### config.mk
export PLATFORM = sky130hd
export DESIGN_NAME = dino_game_sequencer
export DESIGN_NICKNAME = d
export VERILOG_FILES = /design/src/rtl/dino_game_sequencer.sv
export SDC_FILE = /design/constraint.sdc
export NUM_CORES = 1
export LEC_CHECK = 0
export CORE_ASPECT_RATIO = 0.6
export CORE_MARGIN = 2
export CORE_UTILIZATION = 38
export CTS_CLUSTER_DIAMETER = 150
export DETAILED_ROUTE_END_ITERATION = 10
export GPL_TIMING_DRIVEN = 1
export SETUP_SLACK_MARGIN = 0.2
export SLEW_MARGIN = 20
export SYNTH_ARGS = -nofsm -noshare
export SYNTH_HDL_FRONTEND = slang
export SYNTH_SLANG_ARGS = --single-unit
### constraint.sdc
create_clock -name clk -period 5.4 [get_ports clk]
set_input_delay 1.08 -clock clk [delete_from_list [all_inputs] [get_ports clk]]
set_output_delay 1.08 -clock clk [all_outputs]
set_load 0.01 [all_outputs]
### src/rtl/dino_game_sequencer.sv
`default_nettype none
// ---------------------------------------------------------------------------
// dino_game_sequencer - Dino Run game FSM, motion tick, speed ramp, scoring.
// Revision 1.0
// ---------------------------------------------------------------------------
module dino_game_sequencer #(
  parameter int TICK_CYCLES      = 2_000_000,
  parameter int PASSES_PER_LEVEL = 12,
  parameter int MAX_SPEED        = 8,
  parameter int DIE_CYCLES       = 25_000_000
) (
  input  logic        clk,
  input  logic        reset,
  input  logic        start_btn,
  input  logic        collision,
  input  logic        obstacle_passed,
  output logic        tick,
  output logic        run,
  output logic        game_over,
  output logic [1:0]  state,
  output logic [3:0]  speed,
  output logic [15:0] score,
  output logic [15:0] hi_score,
  output logic [1:0]  anim_phase,
  output logic        obs_reload
);

  localparam int TW = $clog2(TICK_CYCLES);
  localparam int DW = (DIE_CYCLES > 1) ? $clog2(DIE_CYCLES) : 1;
  localparam int PW = (PASSES_PER_LEVEL > 1) ? $clog2(PASSES_PER_LEVEL) : 1;

  localparam logic [TW-1:0] TICK_LAST = TW'(TICK_CYCLES - 1);
  localparam logic [DW-1:0] DIE_LAST  = DW'(DIE_CYCLES - 1);
  localparam logic [PW-1:0] PASS_LAST = PW'(PASSES_PER_LEVEL - 1);
  localparam logic [3:0]    SPEED_MAX = 4'(MAX_SPEED);

  typedef enum logic [1:0] {
    ST_IDLE  = 2'd0,
    ST_RUN   = 2'd1,
    ST_DYING = 2'd2,
    ST_OVER  = 2'd3
  } state_e;

  state_e         state_q, state_d;
  logic [TW-1:0]  timer_q, timer_d;
  logic [DW-1:0]  die_cnt_q, die_cnt_d;
  logic [PW-1:0]  pass_cnt_q, pass_cnt_d;
  logic           start_q;
  logic           tick_q, tick_d;
  logic [3:0]     speed_q, speed_d;
  logic [15:0]    score_q, score_d;
  logic [15:0]    hi_score_q, hi_score_d;
  logic [1:0]     anim_q, anim_d;
  logic           reload_q, reload_d;
  logic           start_rise;

  assign start_rise = start_btn & ~start_q;

  always_comb begin
    state_d    = state_q;
    timer_d    = timer_q;
    die_cnt_d  = die_cnt_q;
    pass_cnt_d = pass_cnt_q;
    tick_d     = 1'b0;
    speed_d    = speed_q;
    score_d    = score_q;
    hi_score_d = hi_score_q;
    anim_d     = anim_q;
    reload_d   = 1'b0;

    unique case (state_q)
      ST_IDLE, ST_OVER: begin
        if (state_q == ST_IDLE) timer_d = '0;
        if (start_rise) begin
          state_d    = ST_RUN;
          reload_d   = 1'b1;
          score_d    = '0;
          speed_d    = 4'd1;
          pass_cnt_d = '0;
          timer_d    = '0;
          anim_d     = '0;
        end
      end

      ST_RUN: begin
        // A collision wins over everything else in the same cycle, including a pass.
        if (collision) begin
          state_d   = ST_DYING;
          die_cnt_d = '0;
        end else begin
          if (timer_q == TICK_LAST) begin
            timer_d = '0;
            tick_d  = 1'b1;
            anim_d  = anim_q + 2'd1;
          end else begin
            timer_d = timer_q + TW'(1);
          end

          if (obstacle_passed) begin
            if (score_q != 16'hFFFF) score_d = score_q + 16'd1;
            if (pass_cnt_q == PASS_LAST) begin
              pass_cnt_d = '0;
              if (speed_q < SPEED_MAX) speed_d = speed_q + 4'd1;
            end else begin
              pass_cnt_d = pass_cnt_q + PW'(1);
            end
          end
        end
      end

      ST_DYING: begin
        if (die_cnt_q == DIE_LAST) begin
          state_d = ST_OVER;
          if (score_q > hi_score_q) hi_score_d = score_q;
        end else begin
          die_cnt_d = die_cnt_q + DW'(1);
        end
      end
    endcase
  end

  always_ff @(posedge clk) begin
    if (reset) begin
      state_q    <= ST_IDLE;
      timer_q    <= '0;
      die_cnt_q  <= '0;
      pass_cnt_q <= '0;
      start_q    <= 1'b0;
      tick_q     <= 1'b0;
      speed_q    <= 4'd1;
      score_q    <= '0;
      hi_score_q <= '0;
      anim_q     <= '0;
      reload_q   <= 1'b0;
    end else begin
      state_q    <= state_d;
      timer_q    <= timer_d;
      die_cnt_q  <= die_cnt_d;
      pass_cnt_q <= pass_cnt_d;
      start_q    <= start_btn;
      tick_q     <= tick_d;
      speed_q    <= speed_d;
      score_q    <= score_d;
      hi_score_q <= hi_score_d;
      anim_q     <= anim_d;
      reload_q   <= reload_d;
    end
  end

  assign tick       = tick_q;
  assign run        = (state_q == ST_RUN);
  assign game_over  = (state_q == ST_OVER);
  assign state      = state_q;
  assign speed      = speed_q;
  assign score      = score_q;
  assign hi_score   = hi_score_q;
  assign anim_phase = anim_q;
  assign obs_reload = reload_q;

endmodule
`default_nettype wire

# [Word-level counts from Yosys, hierarchy flattened]
# Index checks and enable logic that the tools add are counted.
# Widths: inputs -> output; s select.
[word_totals] register_bits=93 in_bits=5 out_inout_bits=44
[classes] mux=34 n_reduce_logical=14 bitwise_logic=4 n_addsub=6 n_eq_ne=18 n_lt_le_gt_ge=2
[op_table] op="$mux 21" n=4
[op_table] op="$mux 16" n=4
[op_table] op="$mux 25" n=2
[op_table] op="$pmux 25 s2" n=1
[op_table] op="$pmux 21 s2" n=1
[op_table] op="$mux 4" n=9
[op_table] op="$pmux 16 s2" n=1
[op_table] op="$add 25x1->25 const B" n=1
[op_table] op="$eq 25x25->1 const B" n=1
[op_table] op="$add 21x1->21 const B" n=1
[op_table] op="$eq 21x21->1 const B" n=1
[op_table] op="$add 16x1->16 const B" n=1
[op_table] op="$gt 16x16->1" n=1
[op_table] op="$ne 16x16->1 const B" n=1
[op_table] op="$pmux 4 s2" n=2
[op_table] op="$mux 2" n=6
[op_table] op="$ne 2x2->1 const B" n=6
[op_table] op="$reduce_and 3->1" n=4
[op_table] op="$add 4x1->4 const B" n=2
[op_table] op="$ne 2x1->1 const B" n=4
[op_table] op="$reduce_and 4->1" n=2
[op_table] op="$pmux 2 s3" n=1
[op_table] op="$reduce_and 6->1" n=1
[op_table] op="$reduce_and 5->1" n=1
[op_table] op="14 further kinds" n=20

# [Logic depth before layout (Yosys ltp)]
# Gate-level depths: netlist of the first run.
[depth] ltp_word=6 depth_mapped=10

# [Least setup slack after synthesis of the first run]
# No wires, ideal clock.
[synth_path] path_type="in2reg" start="input port start_btn" end="register timer_q[10]" stages=6 setup_time_ps=115 arrival_time_ps=2415 required_time_ps=5285 setup_slack_ps=2870 cell_sequence="and2b_2 o311ai_0 clkbuf_1 nor3_1 xnor2_1 nor2_2"
[synth_between] elab_chain_len=3 word_cells_on_any_way=5
[synth_lines] item="from (decl)" line_no="14" rtl="input logic start_btn,"
[synth_lines] item="$and 1x1->1 (*)" line_no="57" rtl="assign start_rise = start_btn & ~start_q;"
[synth_lines] item="$ne 3x3->1 (no source line) / $mux 21 (equally long branches)"
[synth_lines] item="$reduce_and 3->1 (no source line) / $pmux 21 s2 (equally long branches)"
[synth_lines] item="to (signal assigned)" line_no="137" rtl="timer_q <= timer_d;"
[synth_lines] item="to (decl)" line_no="45" rtl="logic [TW-1:0] timer_q, timer_d;"
# Every way passes the cells marked *; elsewhere a longest branch is shown, timed or not.
# A chain may end at the register's enable or synchronous reset.

# [Worst setup path in the final report of the first run]
[layout_path] start="register state_q[1], in the netlist state[1]" end="output port run"
[layout_between] elab_chain_len=1
[layout_lines] item="from (decl)" line_no="44" rtl="state_e state_q, state_d;"
[layout_lines] item="from (signal assigned)" line_no="136" rtl="state_q <= state_d;"
[layout_lines] item="$eq 2x1->1" line_no="151" rtl="assign run = (state_q == ST_RUN);"
[layout_lines] item="to (decl)" line_no="18" rtl="output logic run,"
# Every way passes these cells.

==> metrics.yaml, run 1 <==
synth_cell_types: 61
clk_pin_slew_worst_paths_ns: 0.07
critPathKind: "flip-flop to output pin"
dp_hpwl_mm: 9.041
slew_violations: 0
post-route-period-util_pct: 60.10
place_area_um2: 5769
maxCapViolations: 0
reg2reg_to: "die_cnt_q[23]$_SDFFE_PP0P_"
die_x_um: 155.1
stdcell_area_um2: 6087
num_antenna_cells: 0
via_per_inst: 5.542
start_kind: "flip-flop"
outcome: "finished, final reports clean"
crit_path_start: "state[1]$_SDFFE_PP0P_"
clock_latency_ns: 0.34
drtIter0Drc: 320
port_buffers: 48
yosys_warnings: 0
ff2ff_setup_slack_ns: 2.44
avgSynthCellArea_um2: 8.620
cts_buffers: 9
cts_setup_buffers: 0
cts_tree: "built"
setup_violations: 0
arrival_ns: 2.17
async_flop_share_pct: 0
grt_pass1_wl_mm: 20.62
clk_path_buf_depth: 2
tightestPinTransition_ns: 1.035
top_layer: "met4"
seq_area_frac_synth_pct: 35.76
wl_met3_um: 433
final-hold-violation-count: 0
cts.sinks: 93
cts_htree_levels: 3
ios: 49
start_util_pct: 38.56
reg2reg_from: "state[1]$_SDFFE_PP0P_"
wl_per_cell_um: 15.34
drive_above_1_share_pct: 7.321
die_y_um: 94.67
placeableCoreArea_um2: 13500
synth_top_area_cell: "dfxtp_1"
syn-num-nets: 635
final_nets: 668
dr.pass1.iters: 4
syn_to_final_growth_pct: 16.92
crit_required_ns: 4.32
pre_cts_ws_ns: 1.961
grt_antenna_before_repair: 0
final_cell_mix: "dfxtp_1, clkdlybuf4s50_1, a21oi_1, nand2b_1, nand2_1"
clockRootBuffer: "clkbuf_16"
synth_area_leaders: "dfxtp_1, ha_1, nand2b_1"
synth_cells: 604
slew_headroom_pct: 31.01
whs_path_depth: 1
wirelength_met1_mm: 6.855
ys_ff_latch: 93
crit_fanout: 20
drc: 0
tns_ns: 0
synth-edff-count: 0
layout_commonest_cell: "dfxtp_1"
holdPathEnd: "obs_reload$_SDFF_PP0_"
grt_pass1_vias: 4007
p_per_area_nw_per_um2: 335.7
grt_setup_unrepaired: "no"
postCtsHoldBufs: 0
hold_path.class: "flip-flop to flip-flop"
min_from: "start_q$_SDFF_PP0_"
worstSetupEndpointType: "output pin"
synth_flop_cell: "dfxtp_1"
ff2ff_path_depth: 7
fin_skew_ns: 0.007041
fin_util_pct: 45.08
p_leak_nw: 2.020
die-area_um2: 14680
row_count: 33
layout_setup_ws_ns: 2.154
synth_top_area_share_pct: 35.76
synth_area_um2: 5206
grt_overflow: 0
vias: 4528
ir_drop_mv: 0.1721
post-route-min-period_ns: 3.246
cts_resized: 0
route.met2.wl_mm: 5.132
place_congestion: 0.7796
grt_max_degree: 39
ant_nets: 0
track_usage_pct: 17.36
wl_mm: 12.53
nFillCells: 1310
max_freq_mhz: 308.1
## flip-flops by register name, summed over array words and instances (netlist names)
register / count
die_cnt_q: 25
timer_q: 21
hi_score: 16
score: 16
pass_cnt_q: 4
speed: 4
anim_phase: 2
state: 2
obs_reload: 1
start_q: 1
tick: 1
## layer usage
metal,GRT usage [%],up-vias
met5,0,-
met4,3.627,0
met3,3.304,11
met2,24.81,65
met1,26.71,2170
li1,-,2282
## logic make-up after synthesis
logic type	after synthesis	share of synthesized area [%]
and+or+nand+nor	264	30.04
AOI/OAI and AO/OA	117	14.59
DFF	93	35.76
buffers and inverters	60	5.431
adders and majority gates	26	6.248
xor gates and xnor gates	23	3.869
muxes	21	4.061
## where the power goes
part / leakage [nW] / total (mW) / internal (mW) / switching (mW)
sequential: 0.750 / 0.739 / 0.709 / 0.0292
clock: 0.156 / 0.663 / 0.385 / 0.278
combinational: 1.11 / 0.641 / 0.207 / 0.435
## final cells by class
| class | instances | area (um2) | area share (%) |
|---|---|---|---|
| clock buffers | 11 | 252.7 | 4.152 |
| well taps | 175 | 219.0 | 3.597 |
| inverters | 27 | 101.3 | 1.665 |
| flip-flops and latches | 93 | 1862 | 30.59 |
| repair buffers | 55 | 533.0 | 8.756 |
| clock inverters | 5 | 57.56 | 0.9455 |
| multi-input cells | 451 | 3062 | 50.30 |
## synthesized netlist by cell type (5+ instances only)
cell / number
a21oi_1: 43
a31oi_1: 7
and2_1: 6
and3_1: 11
and4_1: 9
buf_2: 8
clkbuf_1: 18
dfxtp_1: 93
ha_1: 26
inv_1: 27
mux2i_1: 20
nand2_1: 40
nand2b_1: 41
nand3_1: 29
nand4_1: 26
nor2_1: 24
nor2_2: 10
nor3_1: 7
nor4_1: 5
o211ai_1: 5
o21a_1: 5
o21ai_0: 15
o311ai_0: 8
o31ai_1: 14
o41ai_1: 5
or3_1: 12
or4_1: 19
xnor2_1: 13
xor2_1: 10
## worst max-delay path, stage by stage, from the launching register on
cell             delay (ns)
dfxtp_1                0.36
inv_1                  0.12
ha_1                   0.65
clkdlybuf4s50_1        0.69
## metrics by stage
step / total power [mW] / instances / hold WS (ns)
finish: 2.043 / 817 / 0.4285
floorplan: 1.205 / 604 / 0.3891
CTS: 2.040 / 816 / 0.4248
detailed placement: 1.377 / 800 / 0.4129
global placement: 1.357 / 800 / 0.4145
global route: 2.151 / 817 / 0.4480
## worst max-delay path by stage
stage	end	slack, ns
4_1_cts	run	2.16
6_report	run	2.15
2_1_floorplan	timer_q[10]$_SDFFE_PP0P_	2.87
3_3_place_gp	score[11]$_SDFFE_PP0P_	2.08
3_5_place_dp	score[11]$_SDFFE_PP0P_	1.96
5_1_grt	run	2.02
Note: power is estimated with default switching activity, not from simulation.
==> run 2: changes to the inputs <==
clock period = 2.8 ns   (was 5.4 ns; I/O delays follow)
==> metrics.yaml, run 2 (same netlist as run 1, synthesis figures left out) <==
largest-register: "die_cnt_q"
placeableCoreArea_um2: 13500  # unchanged
instances_no_fill: 831  # +1.7%
drive_above_1_share_pct: 9.451  # +2.1 points
critPathKind: "flip-flop to flip-flop"
clock_power_share_pct: 33.9  # +1.4 points
wl_met3_um: 574  # +33%
fin_skew_ns: 0.007048  # +0.000006970 ns
max_freq_mhz: 413.9
path_cells: "inv_1 > ha_1 > nand2b_1 > o21a_1 > o2111ai_1 > or3_1 > a21oi_1"
clockRootBuffer: "clkbuf_16"
cpPeakStageDelay_ns: 0.49  # -0.20 ns
top_regs: "die_cnt_q x25, timer_q x21"
grt_pass1_wl_mm: 21.22  # +2.9%
grt_antenna_before_repair: 0  # unchanged
grt_pass1_vias: 4159  # +3.8%
ant_nets: 0  # unchanged
crit_required_ns: 3.08  # -1.24 ns
dp.cells: 815  # +1.9%
cts_tree: "built"
layout_commonest_cell: "dfxtp_1"
port_buffers: 48  # unchanged
tightestPinTransition_ns: 0.8143  # -0.2205 ns
fin_util_pct: 46.34  # +1.3 points
power_frac_seq_pct: 33.7  # -2.4 points
drtIter0Drc: 347  # +8.4%
wl_per_cell_um: 15.29  # -0.32%
drc: 0  # unchanged
path_depth: 7  # +4
outcome: "finished, final reports clean"
clk_path_buf_depth: 2  # unchanged
vias: 4600  # +1.6%
num_antenna_cells: 0  # unchanged
cts_buffers: 9  # unchanged
maxCapViolations: 0  # unchanged
route.met2.wl_mm: 5.233  # +2.0%
track_usage_pct: 18.06  # +0.70 points
start_kind: "flip-flop"
p_switching_mw: 1.427  # +92%
dp_hpwl_mm: 9.356  # +3.5%
row_count: 33  # unchanged
post-route-period-util_pct: 86.30
pre_cts_ws_ns: 0.1617  # -1.799 ns
p_leak_nw: 2.115  # +4.7%
wirelength_met1_mm: 6.810  # -0.66%
holdPathEnd: "obs_reload$_SDFF_PP0_"
grt_setup_unrepaired: "no"
worstSetupEndpointType: "flip-flop"
internal_power_mw: 2.788  # +110%
min_from: "start_q$_SDFF_PP0_"
top_layer: "met4"
cts.sinks: 93  # unchanged
slew_violations: 0  # unchanged
reg2reg_from: "state[0]$_SDFFE_PP0P_"
crit_buf_inv: 1  # -1
place_congestion: 0.8036  # +3.1%
ff2ff_path_depth: 7  # unchanged
layout_setup_ws_ns: 0.3837  # -1.771 ns
critical_path.top_delay_family: "compound AO/OA/AOI/OAI gates"
die_x_um: 155.1  # unchanged
postCtsHoldBufs: 0  # unchanged
grt_overflow: 0  # unchanged
die-area_um2: 14680  # unchanged
via_per_inst: 5.535  # -0.12%
p_per_area_nw_per_um2: 673.6  # +100%
setup_violations: 0  # unchanged
reg2reg_to: "score[14]$_SDFFE_PP0P_"
clk_pin_slew_worst_paths_ns: 0.07  # about the same
clock_latency_ns: 0.35  # about the same
ir_drop_mv: 0.4647  # +170%
arrival_ns: 2.69  # +0.52 ns
crit_path_start: "state[0]$_SDFFE_PP0P_"
largest_register_ffs: 25  # unchanged
ff2ff_setup_slack_ns: 0.38  # -2.06 ns
comb_power_share_pct: 32.4  # +1.0 points
final-hold-violation-count: 0  # unchanged
cp_slowest_cell: "or3_1"
swShare_pct: 33.86  # -2.4 points
post-route-min-period_ns: 2.416
grt_max_degree: 55  # +41%
whs_path_depth: 1  # unchanged
crit_fanout: 11  # -45%
slew_headroom_pct: 45.66  # +15 points
power_mw: 4.215  # +110%
start_util_pct: 38.56  # unchanged
syn_to_final_growth_pct: 20.19
die_y_um: 94.67  # unchanged
hold_path.class: "flip-flop to flip-flop"
tns_ns: 0  # unchanged
final_nets: 682  # +2.1%
wl_mm: 12.71  # +1.4%
final_cell_mix: "dfxtp_1, clkdlybuf4s50_1, a21oi_1, nand2b_1, nand2_1"
ios: 49  # unchanged
cts_htree_levels: 3  # unchanged
dr.pass1.iters: 5  # +1
## run 2: metrics by stage
step / area, um2 / hold WS [ns]
after detailed placement: 5907 / 0.4168
final: 6257 / 0.4227
after global placement: 5907 / 0.4183
after CTS: 6255 / 0.4294
after global routing: 6257 / 0.4493
after floorplan: 5206 / 0.3891
## run 2: final cells by class
type / count / area, um2
clock inverters: 6 / 108.9
repair buffers: 69 / 663.1
multi-input cells: 451 / 3064
well taps: 175 / 219.0
clock buffers: 10 / 239.0
flip-flops and latches: 93 / 1862
fillers: 1276 / 7244
inverters: 27 / 101.3
## run 2: repair_timing
item,in CTS,in global routing
hold endpoints to repair,0,0
buffers inserted,0,0
setup endpoints to repair,0,1
gates resized for setup,0,1
## run 2: worst max path at each step
stage / end
floorplan: timer_q[10]$_SDFFE_PP0P_
global placement: score[7]$_SDFFE_PP0P_
detailed placement: score[14]$_SDFFE_PP0P_
CTS: run
global route: score[14]$_SDFFE_PP0P_
finish: score[14]$_SDFFE_PP0P_
## run 2: routing by layer
metal  GRT usage [%]  up-vias
met3           3.763        8
met5               0        -
met4           4.398        0
met1           27.12     2196
li1                -     2311
met2           26.15       85
## run 2: worst reg2reg max path: cells and delay by family (launching register included)
| family | cells | cell delay (ns) |
|---|---|---|
| flops | 1 | 0.42 |
| buf+inv | 1 | 0.11 |
| simple gates | 2 | 0.65 |
| compound gates | 3 | 0.75 |
| fa+ha+maj | 1 | 0.42 |
## run 2: power by group through the flow
| stage | Clock, mW | Combinational (mW) | Sequential [mW] |
|---|---|---|---|
| detailed placement | 0 | 1.35 | 1.45 |
| global placement | 0 | 1.32 | 1.45 |
| global route | 1.51 | 1.52 | 1.43 |
| finish | 1.43 | 1.37 | 1.42 |
| CTS | 1.46 | 1.36 | 1.42 |
| floorplan | 0 | 0.869 | 1.45 |
